`config.mk`:
```
export PLATFORM = sky130hd
export DESIGN_NAME = irq_stim_gen_flat
export DESIGN_NICKNAME = d
export VERILOG_FILES = /design/src/rtl/irq_stim_pkg.sv /design/src/rtl/irq_stim_gen_if.sv /design/src/rtl/irq_stim_ch.sv /design/src/rtl/irq_stim_gen.sv /design/src/flat_wrapper.sv
export SDC_FILE = /design/constraint.sdc
export NUM_CORES = 1
export LEC_CHECK = 0
export ABC_AREA = 0
export CORE_MARGIN = 5
export CORE_UTILIZATION = 45
export CTS_BUF_LIST = sky130_fd_sc_hd__clkbuf_16
export DETAILED_ROUTE_END_ITERATION = 8
export GPL_ROUTABILITY_DRIVEN = 0
export PLACE_DENSITY_LB_ADDON = 0.08
export SETUP_SLACK_MARGIN = 0.02
export SYNTH_ARGS = -nofsm -noshare
export SYNTH_HDL_FRONTEND = slang
export SYNTH_SLANG_ARGS = --single-unit
```
`constraint.sdc`:
```
create_clock -name clk -period 3.15 [get_ports clk]
set_clock_uncertainty 0.1 [all_clocks]
set_input_delay 0.63 -clock clk [delete_from_list [all_inputs] [get_ports clk]]
set_output_delay 0.63 -clock clk [all_outputs]
set_load 0.05 [all_outputs]
```
`src/rtl/irq_stim_pkg.sv`:
```
// Shared types and helpers for the interrupt stimulus generator.
//   ch_state_e  : per-channel FSM state (idle, counting delay, driving a line)
//   line_width(): bits needed to select one of n interrupt lines
package irq_stim_pkg;

    typedef enum logic [1:0] {
        StIdle,
        StDelay,
        StAssert
    } ch_state_e;

    function automatic int unsigned line_width(input int unsigned n);
        return (n > 1) ? $clog2(n) : 1;
    endfunction

endpackage

```
`src/rtl/irq_stim_gen_if.sv`:
```
// Configuration / interrupt bundle between the bench (master) and the
// stimulus generator (slave).
//   addr, arm, cfg_*, irq_ack : driven by the bench
//   irq, busy                 : driven by the generator
interface irq_stim_gen_if
    import irq_stim_pkg::*;
#(
    parameter int unsigned NUM_CH = 4,
    parameter int unsigned ADDR_W = 32,
    parameter int unsigned IRQ_W  = 6,
    parameter int unsigned CNT_W  = 8
);
    localparam int unsigned LINE_W = line_width(IRQ_W);

    logic [ADDR_W-1:0]        addr;
    logic                     arm;
    logic [NUM_CH*ADDR_W-1:0] cfg_addr;
    logic [NUM_CH*CNT_W-1:0]  cfg_delay;
    logic [NUM_CH*CNT_W-1:0]  cfg_width;
    logic [NUM_CH*CNT_W-1:0]  cfg_repeat;
    logic [NUM_CH*LINE_W-1:0] cfg_line;
    logic [NUM_CH-1:0]        cfg_level;
    logic [IRQ_W-1:0]         irq_ack;
    logic [IRQ_W-1:0]         irq;
    logic [NUM_CH-1:0]        busy;

    modport master (
        output addr, arm, cfg_addr, cfg_delay, cfg_width, cfg_repeat, cfg_line, cfg_level,
        output irq_ack,
        input  irq, busy
    );

    modport slave (
        input  addr, arm, cfg_addr, cfg_delay, cfg_width, cfg_repeat, cfg_line, cfg_level,
        input  irq_ack,
        output irq, busy
    );

endinterface

```
`src/rtl/irq_stim_ch.sv`:
```
// One trigger channel: IDLE -> DELAY -> ASSERT -> IDLE on an address match.
//   clk, reset       : clock, asynchronous active-low reset
//   addr_i, arm_i    : watched PC, reload of the fire budget
//   cfg_*_i          : this channel's configuration, latched when a fire starts
//   irq_ack_i        : per-line acknowledge (level mode)
//   active_o, line_o : channel is driving line_o
//   busy_o           : channel is in DELAY or ASSERT
module irq_stim_ch
    import irq_stim_pkg::*;
#(
    parameter int unsigned ADDR_W = 32,
    parameter int unsigned IRQ_W  = 6,
    parameter int unsigned CNT_W  = 8,
    parameter int unsigned LINE_W = line_width(IRQ_W)
) (
    input  logic              clk,
    input  logic              reset,
    input  logic [ADDR_W-1:0] addr_i,
    input  logic              arm_i,
    input  logic [ADDR_W-1:0] cfg_addr_i,
    input  logic [CNT_W-1:0]  cfg_delay_i,
    input  logic [CNT_W-1:0]  cfg_width_i,
    input  logic [CNT_W-1:0]  cfg_repeat_i,
    input  logic [LINE_W-1:0] cfg_line_i,
    input  logic              cfg_level_i,
    input  logic [IRQ_W-1:0]  irq_ack_i,
    output logic              active_o,
    output logic [LINE_W-1:0] line_o,
    output logic              busy_o
);

    ch_state_e         state_q, state_d;
    logic [CNT_W-1:0]  cnt_q, cnt_d;
    logic [CNT_W-1:0]  remaining_q, remaining_d;
    logic [CNT_W-1:0]  width_q, width_d;
    logic [LINE_W-1:0] line_q, line_d;
    logic              level_q, level_d;

    logic [CNT_W-1:0]  rem_eff;
    logic [CNT_W-1:0]  width_eff;
    logic              ack_hit;
    logic              exit_assert;

    // Out-of-range lines have no acknowledge, so a level fire on one holds until reset.
    always_comb begin
        ack_hit = 1'b0;
        for (int k = 0; k < IRQ_W; k++) begin
            if (line_q == LINE_W'(k)) begin
                ack_hit = irq_ack_i[k];
            end
        end
    end

    // A same-edge arm is visible to the match decision.
    assign rem_eff     = arm_i ? cfg_repeat_i : remaining_q;
    assign width_eff   = (cfg_width_i == '0) ? CNT_W'(1) : cfg_width_i;
    assign exit_assert = level_q ? ack_hit : (cnt_q == CNT_W'(1));

    always_comb begin
        state_d     = state_q;
        cnt_d       = cnt_q;
        remaining_d = rem_eff;
        width_d     = width_q;
        line_d      = line_q;
        level_d     = level_q;

        unique case (state_q)
            StIdle: begin
                if (rem_eff != '0 && addr_i == cfg_addr_i) begin
                    width_d = width_eff;
                    line_d  = cfg_line_i;
                    level_d = cfg_level_i;
                    if (cfg_delay_i == '0) begin
                        state_d = StAssert;
                        cnt_d   = width_eff;
                    end else begin
                        state_d = StDelay;
                        cnt_d   = cfg_delay_i;
                    end
                end
            end
            StDelay: begin
                if (cnt_q == CNT_W'(1)) begin
                    state_d = StAssert;
                    cnt_d   = width_q;
                end else begin
                    cnt_d = cnt_q - CNT_W'(1);
                end
            end
            StAssert: begin
                if (exit_assert) begin
                    state_d = StIdle;
                    cnt_d   = '0;
                    // Reload wins over the decrement when arm lands on the exit edge.
                    if (!arm_i && remaining_q != '0) begin
                        remaining_d = remaining_q - CNT_W'(1);
                    end
                end else if (!level_q) begin
                    cnt_d = cnt_q - CNT_W'(1);
                end
            end
            default: begin
                state_d = StIdle;
            end
        endcase
    end

    always_ff @(posedge clk or negedge reset) begin
        if (!reset) begin
            state_q     <= StIdle;
            cnt_q       <= '0;
            remaining_q <= '0;
            width_q     <= '0;
            line_q      <= '0;
            level_q     <= 1'b0;
        end else begin
            state_q     <= state_d;
            cnt_q       <= cnt_d;
            remaining_q <= remaining_d;
            width_q     <= width_d;
            line_q      <= line_d;
            level_q     <= level_d;
        end
    end

    assign active_o = (state_q == StAssert);
    assign busy_o   = (state_q != StIdle);
    assign line_o   = line_q;

endmodule

```
`src/rtl/irq_stim_gen.sv`:
```
// Interrupt stimulus generator: NUM_CH address-triggered channels merged onto IRQ_W lines.
//   clk   : clock
//   reset : asynchronous active-low reset
//   bus   : configuration in, irq/busy out (slave side of irq_stim_gen_if)
module irq_stim_gen
    import irq_stim_pkg::*;
#(
    parameter int unsigned NUM_CH = 4,
    parameter int unsigned ADDR_W = 32,
    parameter int unsigned IRQ_W  = 6,
    parameter int unsigned CNT_W  = 8
) (
    input  logic         clk,
    input  logic         reset,
    irq_stim_gen_if.slave bus
);

    localparam int unsigned LINE_W = line_width(IRQ_W);

    logic [NUM_CH-1:0] ch_active;
    logic [NUM_CH-1:0] ch_busy;
    logic [LINE_W-1:0] ch_line [NUM_CH];
    logic [IRQ_W-1:0]  irq_or;

    for (genvar c = 0; c < NUM_CH; c++) begin : g_ch
        irq_stim_ch #(
            .ADDR_W (ADDR_W),
            .IRQ_W  (IRQ_W),
            .CNT_W  (CNT_W),
            .LINE_W (LINE_W)
        ) u_ch (
            .clk          (clk),
            .reset        (reset),
            .addr_i       (bus.addr),
            .arm_i        (bus.arm),
            .cfg_addr_i   (bus.cfg_addr[c*ADDR_W +: ADDR_W]),
            .cfg_delay_i  (bus.cfg_delay[c*CNT_W +: CNT_W]),
            .cfg_width_i  (bus.cfg_width[c*CNT_W +: CNT_W]),
            .cfg_repeat_i (bus.cfg_repeat[c*CNT_W +: CNT_W]),
            .cfg_line_i   (bus.cfg_line[c*LINE_W +: LINE_W]),
            .cfg_level_i  (bus.cfg_level[c]),
            .irq_ack_i    (bus.irq_ack),
            .active_o     (ch_active[c]),
            .line_o       (ch_line[c]),
            .busy_o       (ch_busy[c])
        );
    end

    // Lines are a pure OR of channel state flops; lines >= IRQ_W decode to nothing.
    always_comb begin
        irq_or = '0;
        for (int c = 0; c < NUM_CH; c++) begin
            for (int k = 0; k < IRQ_W; k++) begin
                if (ch_active[c] && ch_line[c] == LINE_W'(k)) begin
                    irq_or[k] = 1'b1;
                end
            end
        end
    end

    assign bus.irq  = irq_or;
    assign bus.busy = ch_busy;

endmodule

```
`src/flat_wrapper.sv`:
```
// flat-port wrapper written by rule: the top's interface ports become plain ports
module irq_stim_gen_flat import irq_stim_pkg::*;
#(
    parameter int unsigned NUM_CH = 4,
    parameter int unsigned ADDR_W = 32,
    parameter int unsigned IRQ_W  = 6,
    parameter int unsigned CNT_W  = 8
)
  (clk, reset, bus_addr, bus_arm, bus_cfg_addr, bus_cfg_delay, bus_cfg_width, bus_cfg_repeat, bus_cfg_line, bus_cfg_level, bus_irq_ack, bus_irq, bus_busy);
  irq_stim_gen_if #(.NUM_CH(NUM_CH), .ADDR_W(ADDR_W), .IRQ_W(IRQ_W), .CNT_W(CNT_W)) bus_i ();
  input  logic clk;
  input  logic reset;
  input wire logic [$bits(bus_i.addr)-1:0] bus_addr;
  input wire logic [$bits(bus_i.arm)-1:0] bus_arm;
  input wire logic [$bits(bus_i.cfg_addr)-1:0] bus_cfg_addr;
  input wire logic [$bits(bus_i.cfg_delay)-1:0] bus_cfg_delay;
  input wire logic [$bits(bus_i.cfg_width)-1:0] bus_cfg_width;
  input wire logic [$bits(bus_i.cfg_repeat)-1:0] bus_cfg_repeat;
  input wire logic [$bits(bus_i.cfg_line)-1:0] bus_cfg_line;
  input wire logic [$bits(bus_i.cfg_level)-1:0] bus_cfg_level;
  input wire logic [$bits(bus_i.irq_ack)-1:0] bus_irq_ack;
  output wire logic [$bits(bus_i.irq)-1:0] bus_irq;
  output wire logic [$bits(bus_i.busy)-1:0] bus_busy;
  assign bus_i.addr = bus_addr;
  assign bus_i.arm = bus_arm;
  assign bus_i.cfg_addr = bus_cfg_addr;
  assign bus_i.cfg_delay = bus_cfg_delay;
  assign bus_i.cfg_width = bus_cfg_width;
  assign bus_i.cfg_repeat = bus_cfg_repeat;
  assign bus_i.cfg_line = bus_cfg_line;
  assign bus_i.cfg_level = bus_cfg_level;
  assign bus_i.irq_ack = bus_irq_ack;
  assign bus_irq = bus_i.irq;
  assign bus_busy = bus_i.busy;
  irq_stim_gen #(.NUM_CH(NUM_CH), .ADDR_W(ADDR_W), .IRQ_W(IRQ_W), .CNT_W(CNT_W)) u_core (.clk(clk), .reset(reset), .bus(bus_i));
endmodule
```
==> flow_summary.toml, run 1 <==
[critical_path]
r2r-start = "u_core.g_ch[3].u_ch.cnt_q[1]"
startpoint = "u_core.g_ch[0].u_ch.state_q[0]"
critical_path_class = "register to primary output"
critPathLaunchType = "register"
required_ps = 2420
worstSetupEndpointType = "primary output"
crit_arrival_ps = 2230
crit_fanout = 5

[min_path]
hold_class = "input port to asynchronous set/reset pin"

[logic_synthesis]
synth_largest_area_cell = "dfrtp_1"
syn_area_sq_mm = 0.00981
seq_area_frac_synth_pct = 30.6
synth_top_area_share_pct = 30.6
synth-async-reset-ratio_pct = 100
ys_ff_latch = 120
netlist_top_cells_area = "dfrtp_1 (31%), xnor2_1 (10%), mux2_2 (8.3%)"
avgSynthCellArea_sq_um = 9.26
yosys_most_used_dff = "dfrtp_1"
ys_warn_count = 0
ys_types = 95
synth_nets = 1373
postSynthCellCount = 1060
synth_enable_flop_cells = 0

[detailed_routing]
route.vias.total = 9573
drt-pass1-iter-count = 5
drt-wirelength-per-cell_microns = 19.4
drt_drc_violations_left = 0
drt_iter0_drc = 491
drt-total-wl_mm = 33.0
postRouteAntennaNets = 0
viasPerCell = 5.62

[power]
comb_power_share_pct = 44.9
p_switching_mw = 2.90
p_leak_nw = 5.59
powerDensity_mw_per_mm2 = 555
pwr-share-clk_pct = 27.5
seqPwrFrac_pct = 27.6
p_sw_share_pct = 36.9
ir_drop_uv = 370
p_int_mw = 4.94

[global_routing]
antenna_found_initial = 1
grt_overflow_total = 0
grt_pass1_vias = 9962
grtUsageTotal_pct = 26.6
grt_max_degree = 70
grt_pass1_wl_mm = 52.4

[clocking]
ctsHoldBuffers = 0
cts_buffer_depth = 2
post_cts_buffers = 0
cts_tree = "done"
cts_root_buf = "clkbuf_16"
cts.htree.levels = 4
clk_pin_slew_ps = 60
clk_latency_ps = 420
ctsResizeCount = 0
cts_buffers = 17
cts.sinks = 120

[floorplanning]
initial_core_util_pct = 45.4
dieArea_sq_mm = 0.0249
rows = 54
io_pins = 291
die_w_microns = 158
fp.dieH_microns = 158
core_sq_mm = 0.0216

[run_status]
status = "completed"

[layout]
final_area_sq_mm = 0.0141
finalNetCount = 1721
drive_gt1_share_pct = 15.8
area_delta_synth_final_pct = 44.0

[sta]
fmax_ghz = 0.337
period_share_pct = 94.1
min_period_ps = 2960
rsz0062_at_grt = "no"
slew_viol_final = 0
hold_viol = 0
worst_slew_pin_slew_ps = 912
setup_viol = 0
slew_headroom_pct = 39.2
layout_setup_ws_ps = 186

[place]
placed_cell_area_sq_mm = 0.0135
dpl_worst_slack_ps = -255
io_buffers = 290
hpwl_mm = 27.0

[flow_run]
cap_violations = 0
==> worst paths after layout <==
kind | slack (ps) | cells past startpoint | end
setup reg to reg | 370 | 8 | u_core.g_ch[3].u_ch.cnt_q[3]
min in group clk | 390 | 2 | u_core.g_ch[2].u_ch.width_q[0]
hold / removal | 250 | 1 | u_core.g_ch[1].u_ch.width_q[2]
max in group asynchronous | 1920 | 2 | u_core.g_ch[0].u_ch.remaining_q[1]
hold reg to reg | 390 | 2 | u_core.g_ch[2].u_ch.width_q[0]
setup / recovery | 190 | 6 | bus_irq[2]
==> cell type report <==
cell class                      instances  area (sq um)
Fill cell                            1868          7490
Multi-Input combinational cell        848          6430
Timing Repair Buffer                  369          3500
Sequential cell                       120          3000
Clock buffer                           17           425
Tap cell                              280           350
Clock inverter                         15           228
Inverter                               52           195
Antenna cell                            1          2.50
==> critical path: stages (launching register included) <==
cell	delay (ps)
dfrtp_1	410
inv_1	120
ha_1	320
nor2b_1	280
nand2_1	110
o221ai_1	300
buf_4	270
==> metal layers <==
layer  global-route usage [%]  part of all wire [%]
met3                     4.84                   6.2
met2                     46.7                    50
met4                     6.15                   1.7
met5                        0                     0
met1                     34.0                    43
==> state kept, by name, indices dropped and copies added (netlist names) <==
| signal | count |
|---|---|
| u_core.g_ch.u_ch.cnt_q | 32 |
| u_core.g_ch.u_ch.remaining_q | 32 |
| u_core.g_ch.u_ch.width_q | 32 |
| u_core.g_ch.u_ch.line_o | 12 |
| u_core.g_ch.u_ch.state_q | 8 |
| u_core.g_ch.u_ch.level_q | 4 |
==> synthesized netlist by cell type, types with 4 or more instances <==
cell type,count
nor2_1,39
o211ai_1,14
o32ai_1,6
nand2b_1,10
a211o_1,8
nand3_1,17
nand4_1,35
xor2_1,48
o22ai_1,10
a311oi_1,5
o31ai_1,4
nor3b_1,5
xnor2_1,115
nor4_1,35
or3_1,11
o221ai_1,4
clkbuf_1,19
buf_4,4
nand3b_1,6
a31oi_1,18
mux2i_1,11
a21o_1,4
o31a_1,4
and2_1,5
o21ai_0,52
mux2_2,72
a211oi_1,31
a32o_1,6
o311ai_0,4
o21a_1,4
nand2_1,77
dfrtp_1,120
o2111ai_1,5
ha_1,32
nor2b_1,9
nor3_1,31
inv_1,51
or4_1,16
buf_2,15
a21oi_1,19
==> through the flow <==
| step | TNS (ps) | utilization [%] | power, mW | hold slack (ps) | std cells |
|---|---|---|---|---|---|
| global route | 0 | 65.4 | 8.32 | 318 | 1702 |
| detailed placement | -5440 | 62.3 | 5.64 | 378 | 1669 |
| floorplan | 0 | - | 4.43 | 234 | 1060 |
| CTS | 0 | 65.3 | 7.85 | 270 | 1701 |
| finish | 0 | 65.4 | 7.84 | 248 | 1702 |
| global placement | -5140 | 62.3 | 5.57 | 372 | 1669 |
==> cells by family (layout without fill, tap and decap cells) <==
logic type	Yosys count	in the layout	synth area share [%]
buffers and inverters	92	453	3.94
and+or+nand+nor	333	333	19.3
xor gates and xnor gates	163	163	14.5
muxes	84	84	9.61
adders and majority gates	32	32	4.08
other	0	1	0
DFF	120	120	30.6
AOI/OAI and AO/OA	236	236	17.9
==> power by group through the flow <==
| stage | sequential [mW] | clock, mW | combinational, mW |
|---|---|---|---|
| after detailed placement | 2.18 | 0 | 3.46 |
| after floorplan | 2.09 | 0 | 2.34 |
| final | 2.16 | 2.16 | 3.52 |
| after global routing | 2.20 | 2.27 | 3.85 |
| after global placement | 2.17 | 0 | 3.40 |
| after CTS | 2.15 | 2.20 | 3.50 |
==> placed cells by master (no fill, tap or decap), types with 6 or more instances in the layout <==
master / netlist / routed
or4_1: 16 / 16
nand2_1: 77 / 77
nand2b_1: 10 / 10
nor2b_1: 9 / 9
a211oi_1: 31 / 31
xnor2_1: 115 / 115
mux2i_1: 11 / 11
o22ai_1: 10 / 10
nor2_1: 39 / 39
or3_1: 11 / 11
nand3b_1: 6 / 6
nor4_1: 35 / 34
xor2_1: 48 / 48
o211ai_1: 14 / 14
ha_1: 32 / 32
a21oi_1: 19 / 19
nor3_1: 31 / 31
clkbuf_16: 0 / 17
o32ai_1: 6 / 6
a211o_1: 8 / 8
buf_4: 4 / 84
clkdlybuf4s50_1: 0 / 282
dfrtp_1: 120 / 120
a32o_1: 6 / 6
a31oi_1: 18 / 18
mux2_2: 72 / 72
nand3_1: 17 / 17
inv_1: 51 / 52
o21ai_0: 52 / 52
nand4_1: 35 / 35
clkinv_4: 0 / 6
(Power assumes the default switching activity.)
==> run 2: changes to the inputs <==
==> constraint.sdc (replaced) <==
create_clock -name clk -period 3.15 [get_ports clk]
set_clock_uncertainty 0.1 [all_clocks]
set_input_delay 0.4725 -clock clk [delete_from_list [all_inputs] [get_ports clk]]
set_output_delay 0.4725 -clock clk [all_outputs]
set_load 0.05 [all_outputs]
==> run 2 against run 1 <==
Setup slack gained 42 ps. Die area unchanged. Via count decreased by 0.77%. Sequential cell count is the same. First-iteration DRC count increased by 10%. Clock power fell by 9.3%. Sequential power about the same. Sequential share of layout area increased by 0.33 points. Critical endpoint is now u_core.g_ch[3].u_ch.cnt_q[2]. Largest power group unchanged.
==> flow_summary.toml, run 2 (same netlist as run 1, synthesis figures left out) <==
[run_status]
status = "completed"

[detailed_routing]
viasPerCell = 5.65
drt_drc_violations_left = 0
drt_iter0_drc = 540
drt-pass1-iter-count = 5
route.vias.total = 9499
drt-wirelength-per-cell_microns = 19.4
drt-total-wl_mm = 32.6
postRouteAntennaNets = 0

[layout]
drive_gt1_share_pct = 14.4
reg.largest.list = "u_core.g_ch.u_ch.cnt_q x32, u_core.g_ch.u_ch.remaining_q x32, u_core.g_ch.u_ch.width_q x32"
area_delta_synth_final_pct = 41.8
final_common_cell = "clkdlybuf4s50_1"
finalNetCount = 1699
final_cell_mix = "clkdlybuf4s50_1 (282), dfrtp_1 (120), xnor2_1 (115)"
final_core_util_pct = 64.4
layoutNonFillerInstCount = 1680

[critical_path]
crit_arrival_ps = 3130
critical_path.max_stage_delay_ps = 650
rrSetupSlack_ps = 390
r2r_cells = 8
worstSetupEndpointType = "register"
critical_path_class = "input port to register"
slowest_stage = "clkdlybuf4s50_1"
rr_endpoint = "u_core.g_ch[3].u_ch.cnt_q[2]"
required_ps = 3360
crit_fanout = 8
r2r-start = "u_core.g_ch[3].u_ch.cnt_q[1]"
critPathLaunchType = "input port"
crit_chain = "clkdlybuf4s50_1, xnor2_1, nand4_1, nor4_1, buf_4, nand4_1, buf_4, a211oi_4, buf_12, mux2_2"

[power]
ir_drop_uv = 392
p_leak_nw = 5.45
powerDensity_mw_per_mm2 = 543
total_power_mw = 7.55

[global_routing]
grt_pass1_wl_mm = 51.1
grt_overflow_total = 0
grtUsageTotal_pct = 26.1
grt_pass1_vias = 9749
antenna_found_initial = 3
grt_max_degree = 47

[clocking]
cts_buffer_depth = 2
cts.htree.levels = 4
cts_tree = "done"
cts_root_buf = "clkbuf_16"
cts.sinks = 120
clk_latency_ps = 430
post_cts_buffers = 0
cts_buffers = 17
clk_pin_slew_ps = 60

[min_path]
min_to = "u_core.g_ch[1].u_ch.remaining_q[4]"
holdPathStages = 3
hold_class = "input port to register"
hp-start = "bus_arm"

[floorplanning]
rows = 54
dieArea_sq_mm = 0.0249
die_w_microns = 158
initial_core_util_pct = 45.4
fp.dieH_microns = 158
io_pins = 291
core_sq_mm = 0.0216

[sta]
rsz0062_at_grt = "no"
period_share_pct = 92.8
hold_viol = 0
slew_viol_final = 0
layout_setup_ws_ps = 228
fmax_ghz = 0.342
slew_headroom_pct = 56.8
worst_slew_pin_slew_ps = 643
setup_viol = 0
min_period_ps = 2920

[place]
place_inst = 1646
hpwl_mm = 27.2
io_buffers = 290
dpl_worst_slack_ps = -208

[flow_run]
cap_violations = 0
## run 2: cell types whose count changed in the layout (fill, tap and decap cells not counted), sizes merged
cell         change
clkinv           -2
clkinvlp         +1
buf             -24
dlygate4sd2      +1
bufinv           -3
dlygate4sd3      +1
inv              +4
## run 2: cell type report
class / instances / area [sq um]
multi-input combinational: 848 / 6420
antenna: 1 / 2.50
fill: 1864 / 7710
clock inverter: 15 / 166
clock buffer: 17 / 425
timing repair buffer: 347 / 3350
inverter: 52 / 195
sequential: 120 / 3000
tap: 280 / 350
## run 2: how the worst max path moves through the flow
stage	start	endpoint	slack, ps	cells past startpoint
floorplan	u_core.g_ch[3].u_ch.state_q[0]	bus_irq[4]	540	5
global placement	bus_addr[22]	u_core.g_ch[3].u_ch.cnt_q[2]	-120	10
detailed placement	bus_addr[15]	u_core.g_ch[3].u_ch.cnt_q[3]	-210	10
CTS	bus_addr[15]	u_core.g_ch[3].u_ch.cnt_q[2]	230	10
global route	u_core.g_ch[0].u_ch.state_q[0]	bus_irq[4]	60	7
finish	bus_addr[15]	u_core.g_ch[3].u_ch.cnt_q[2]	230	10
## run 2: through the flow
step                      instance area [sq um]  hold WS, ps  setup TNS, ps
after floorplan                            9810         76.9              0
after global routing                      13900          370              0
after CTS                                 13900          332              0
after global placement                    13300          372          -1640
final                                     13900          350              0
after detailed placement                  13300          387          -2930
## run 2: what timing repair did
action,4_1_cts,5_1_grt
endpoints found under the hold margin,43,0
endpoints found under the setup margin,1,0
hold buffers,1,0
gates resized for setup,1,0
## run 2: critical path: cells and delay by family
kind / cells / cell delay (ps)
AO/OA/AOI/OAI: 1 / 270
XOR/XNOR: 1 / 160
buffers and inverters: 4 / 1200
multiplexers: 1 / 320
AND/OR/NAND/NOR: 3 / 700
## run 2: report_power, final
part	internal (mW)	switching [mW]	leakage (nW)	total [mW]
clock network	1.18	0.778	0.287	1.96
logic	1.68	1.75	3.61	3.44
registers	1.82	0.337	1.56	2.16
total	4.68	2.87	5.45	7.55
## run 2: per-layer routing
metal | up-vias | global-route usage, % | wire length [microns]
li1 | 4619 | - | -
met1 | 4534 | 32.3 | 13600
met2 | 282 | 44.2 | 15700
met3 | 60 | 7.11 | 2370
met4 | 4 | 8.68 | 879
met5 | - | 0 | 26
==> run 3: changes to the inputs <==
==> constraint.sdc (replaced) <==
create_clock -name clk -period 3.15 [get_ports clk]
set_clock_uncertainty 0.1 [all_clocks]
set_input_delay 0.315 -clock clk [delete_from_list [all_inputs] [get_ports clk]]
set_output_delay 0.315 -clock clk [all_outputs]
set_load 0.05 [all_outputs]
==> run 3 against run 2 <==
Combinational power fell by 1%. Non-clock buffer count fell by 21. Final cell count fell by 1.3%. Via count fell by 0.88%. Worst hold slack got worse by 130 ps. Total power rose by 0.18%. Sequential power barely moved. Critical path depth fell by 4. Critical endpoint is now bus_irq[2].
==> flow_summary.toml, run 3 (same netlist as run 1, synthesis figures left out) <==
[global_routing]
grt_pass1_wl_mm = 50.9
grt_pass1_vias = 9669
grt_overflow_total = 0
grtUsageTotal_pct = 25.9
grt_max_degree = 54
antenna_found_initial = 3

[place]
dpl_worst_slack_ps = -52.1
hpwl_mm = 26.8
io_buffers = 290

[critical_path]
rrSetupSlack_ps = 370
worstSetupEndpointType = "primary output"
r2r_cells = 8
rr_endpoint = "u_core.g_ch[3].u_ch.cnt_q[2]"
required_ps = 2730
crit_fanout = 9
critPathLaunchType = "register"
critical_path.max_stage_delay_ps = 580
critical_path_class = "register to primary output"
slowest_stage = "dlygate4sd2_1"
crit_chain = "inv_1, ha_1, nor4bb_1, a31oi_1, o221ai_1, dlygate4sd2_1"
crit_arrival_ps = 2500
r2r-start = "u_core.g_ch[3].u_ch.cnt_q[1]"
crit_end = "bus_irq[2]"
startpoint = "u_core.g_ch[3].u_ch.state_q[0]"

[floorplanning]
initial_core_util_pct = 45.4
io_pins = 291
fp.dieH_microns = 158
dieArea_sq_mm = 0.0249
core_sq_mm = 0.0216
die_w_microns = 158
rows = 54

[sta]
min_period_ps = 2920
fmax_ghz = 0.343
period_share_pct = 92.6
rsz0062_at_grt = "no"
hold_viol = 0
layout_setup_ws_ps = 232
slew_viol_final = 0
setup_viol = 0
slew_headroom_pct = 48.0
worst_slew_pin_slew_ps = 773

[power]
powerDensity_mw_per_mm2 = 549
ir_drop_uv = 309
p_leak_nw = 5.38

[clocking]
cts_tree = "done"
cts.sinks = 120
cts.htree.levels = 4
cts_buffers = 17
cts_buffer_depth = 2
cts_root_buf = "clkbuf_16"
post_cts_buffers = 0
clk_pin_slew_ps = 60
clk_latency_ps = 430

[run_status]
status = "completed"

[detailed_routing]
drt_drc_violations_left = 0
drt-wirelength-per-cell_microns = 19.6
viasPerCell = 5.68
route.vias.total = 9415
drt-pass1-iter-count = 7
drt_iter0_drc = 497
postRouteAntennaNets = 0
drt-total-wl_mm = 32.4

[layout]
area_delta_synth_final_pct = 40.4
final_common_cell = "clkdlybuf4s50_1"
nFillCells = 1868
reg.largest.list = "u_core.g_ch.u_ch.cnt_q x32, u_core.g_ch.u_ch.remaining_q x32, u_core.g_ch.u_ch.width_q x32"
finalNetCount = 1678
final_cell_mix = "clkdlybuf4s50_1 (282), dfrtp_1 (120), xnor2_1 (115)"
final_core_util_pct = 63.7
drive_gt1_share_pct = 12.7

[min_path]
hold_class = "input port to register"

[flow_run]
cap_violations = 0
-- run 3: cell types whose count changed in the layout (fill, tap and decap cells not counted) --
cell / delta
clkinvlp_4: +1
clkinv_2: -2
dlymetal6s2s_1: +1
clkinv_4: -1
inv_8: +2
dlygate4sd2_1: +4
buf_4: -26
-- run 3: worst min path at each step --
stage                  from                                 end  slack (ps)  cells after the start
finish              bus_arm  u_core.g_ch[1].u_ch.remaining_q[2]         220                      3
floorplan             reset        u_core.g_ch[0].u_ch.cnt_q[0]         -80                      0
global placement      reset      u_core.g_ch[1].u_ch.width_q[4]         320                      1
global route        bus_arm  u_core.g_ch[1].u_ch.remaining_q[2]         250                      3
CTS                 bus_arm  u_core.g_ch[1].u_ch.remaining_q[4]         200                      3
detailed placement    reset      u_core.g_ch[1].u_ch.width_q[4]         320                      1
-- run 3: per-stage QoR --
step / std cells / total power, mW / cell area, sq um / TNS (ps) / hold slack (ps)
3_5_place_dp: 1625 / 5.55 / 13200 / -287 / 322
3_3_place_gp: 1625 / 5.50 / 13200 / -126 / 320
2_1_floorplan: 1060 / 4.43 / 9810 / 0 / -80.6
6_report: 1659 / 7.57 / 13800 / 0 / 217
5_1_grt: 1659 / 8.04 / 13800 / 0 / 250
4_1_cts: 1658 / 7.60 / 13800 / 0 / 196
-- run 3: timing repair --
item / CTS / global route
gates cloned: 0 / 0
endpoints found under the hold margin: 51 / 0
resized for setup: 5 / 1
pin swaps: 0 / 0
hold buffers: 1 / 0
setup endpoints to repair: 5 / 1
-- run 3: critical path, delay by kind of cell, from the launching register on --
kind / cells / cell delay, ps
simple gates: 1 / 440
compound gates: 2 / 190
fa+ha+maj: 1 / 360
buf+inv: 2 / 690
flops: 1 / 400
-- run 3: routing by layer --
metal | wire length [microns] | GRT usage [%]
met5 | 24 | 0
met4 | 875 | 9.30
met3 | 2020 | 5.69
met2 | 15800 | 43.8
met1 | 13800 | 32.7
-- run 3: power breakdown --
part	internal (mW)	total [mW]	switching [mW]
logic	1.65	3.40	1.75
clock network	1.19	2.00	0.809
registers	1.82	2.17	0.348
total	4.66	7.57	2.91
-- run 3: final cells by class --
cell class / count / area, sq um / area share, %
Inverter: 52 / 195 / 1.42
Tap cell: 280 / 350 / 2.54
Clock buffer: 17 / 425 / 3.09
Antenna cell: 1 / 2.50 / 0.0182
Clock inverter: 15 / 178 / 1.29
Multi-Input combinational cell: 848 / 6420 / 46.6
Timing Repair Buffer: 326 / 3200 / 23.2
Sequential cell: 120 / 3000 / 21.8
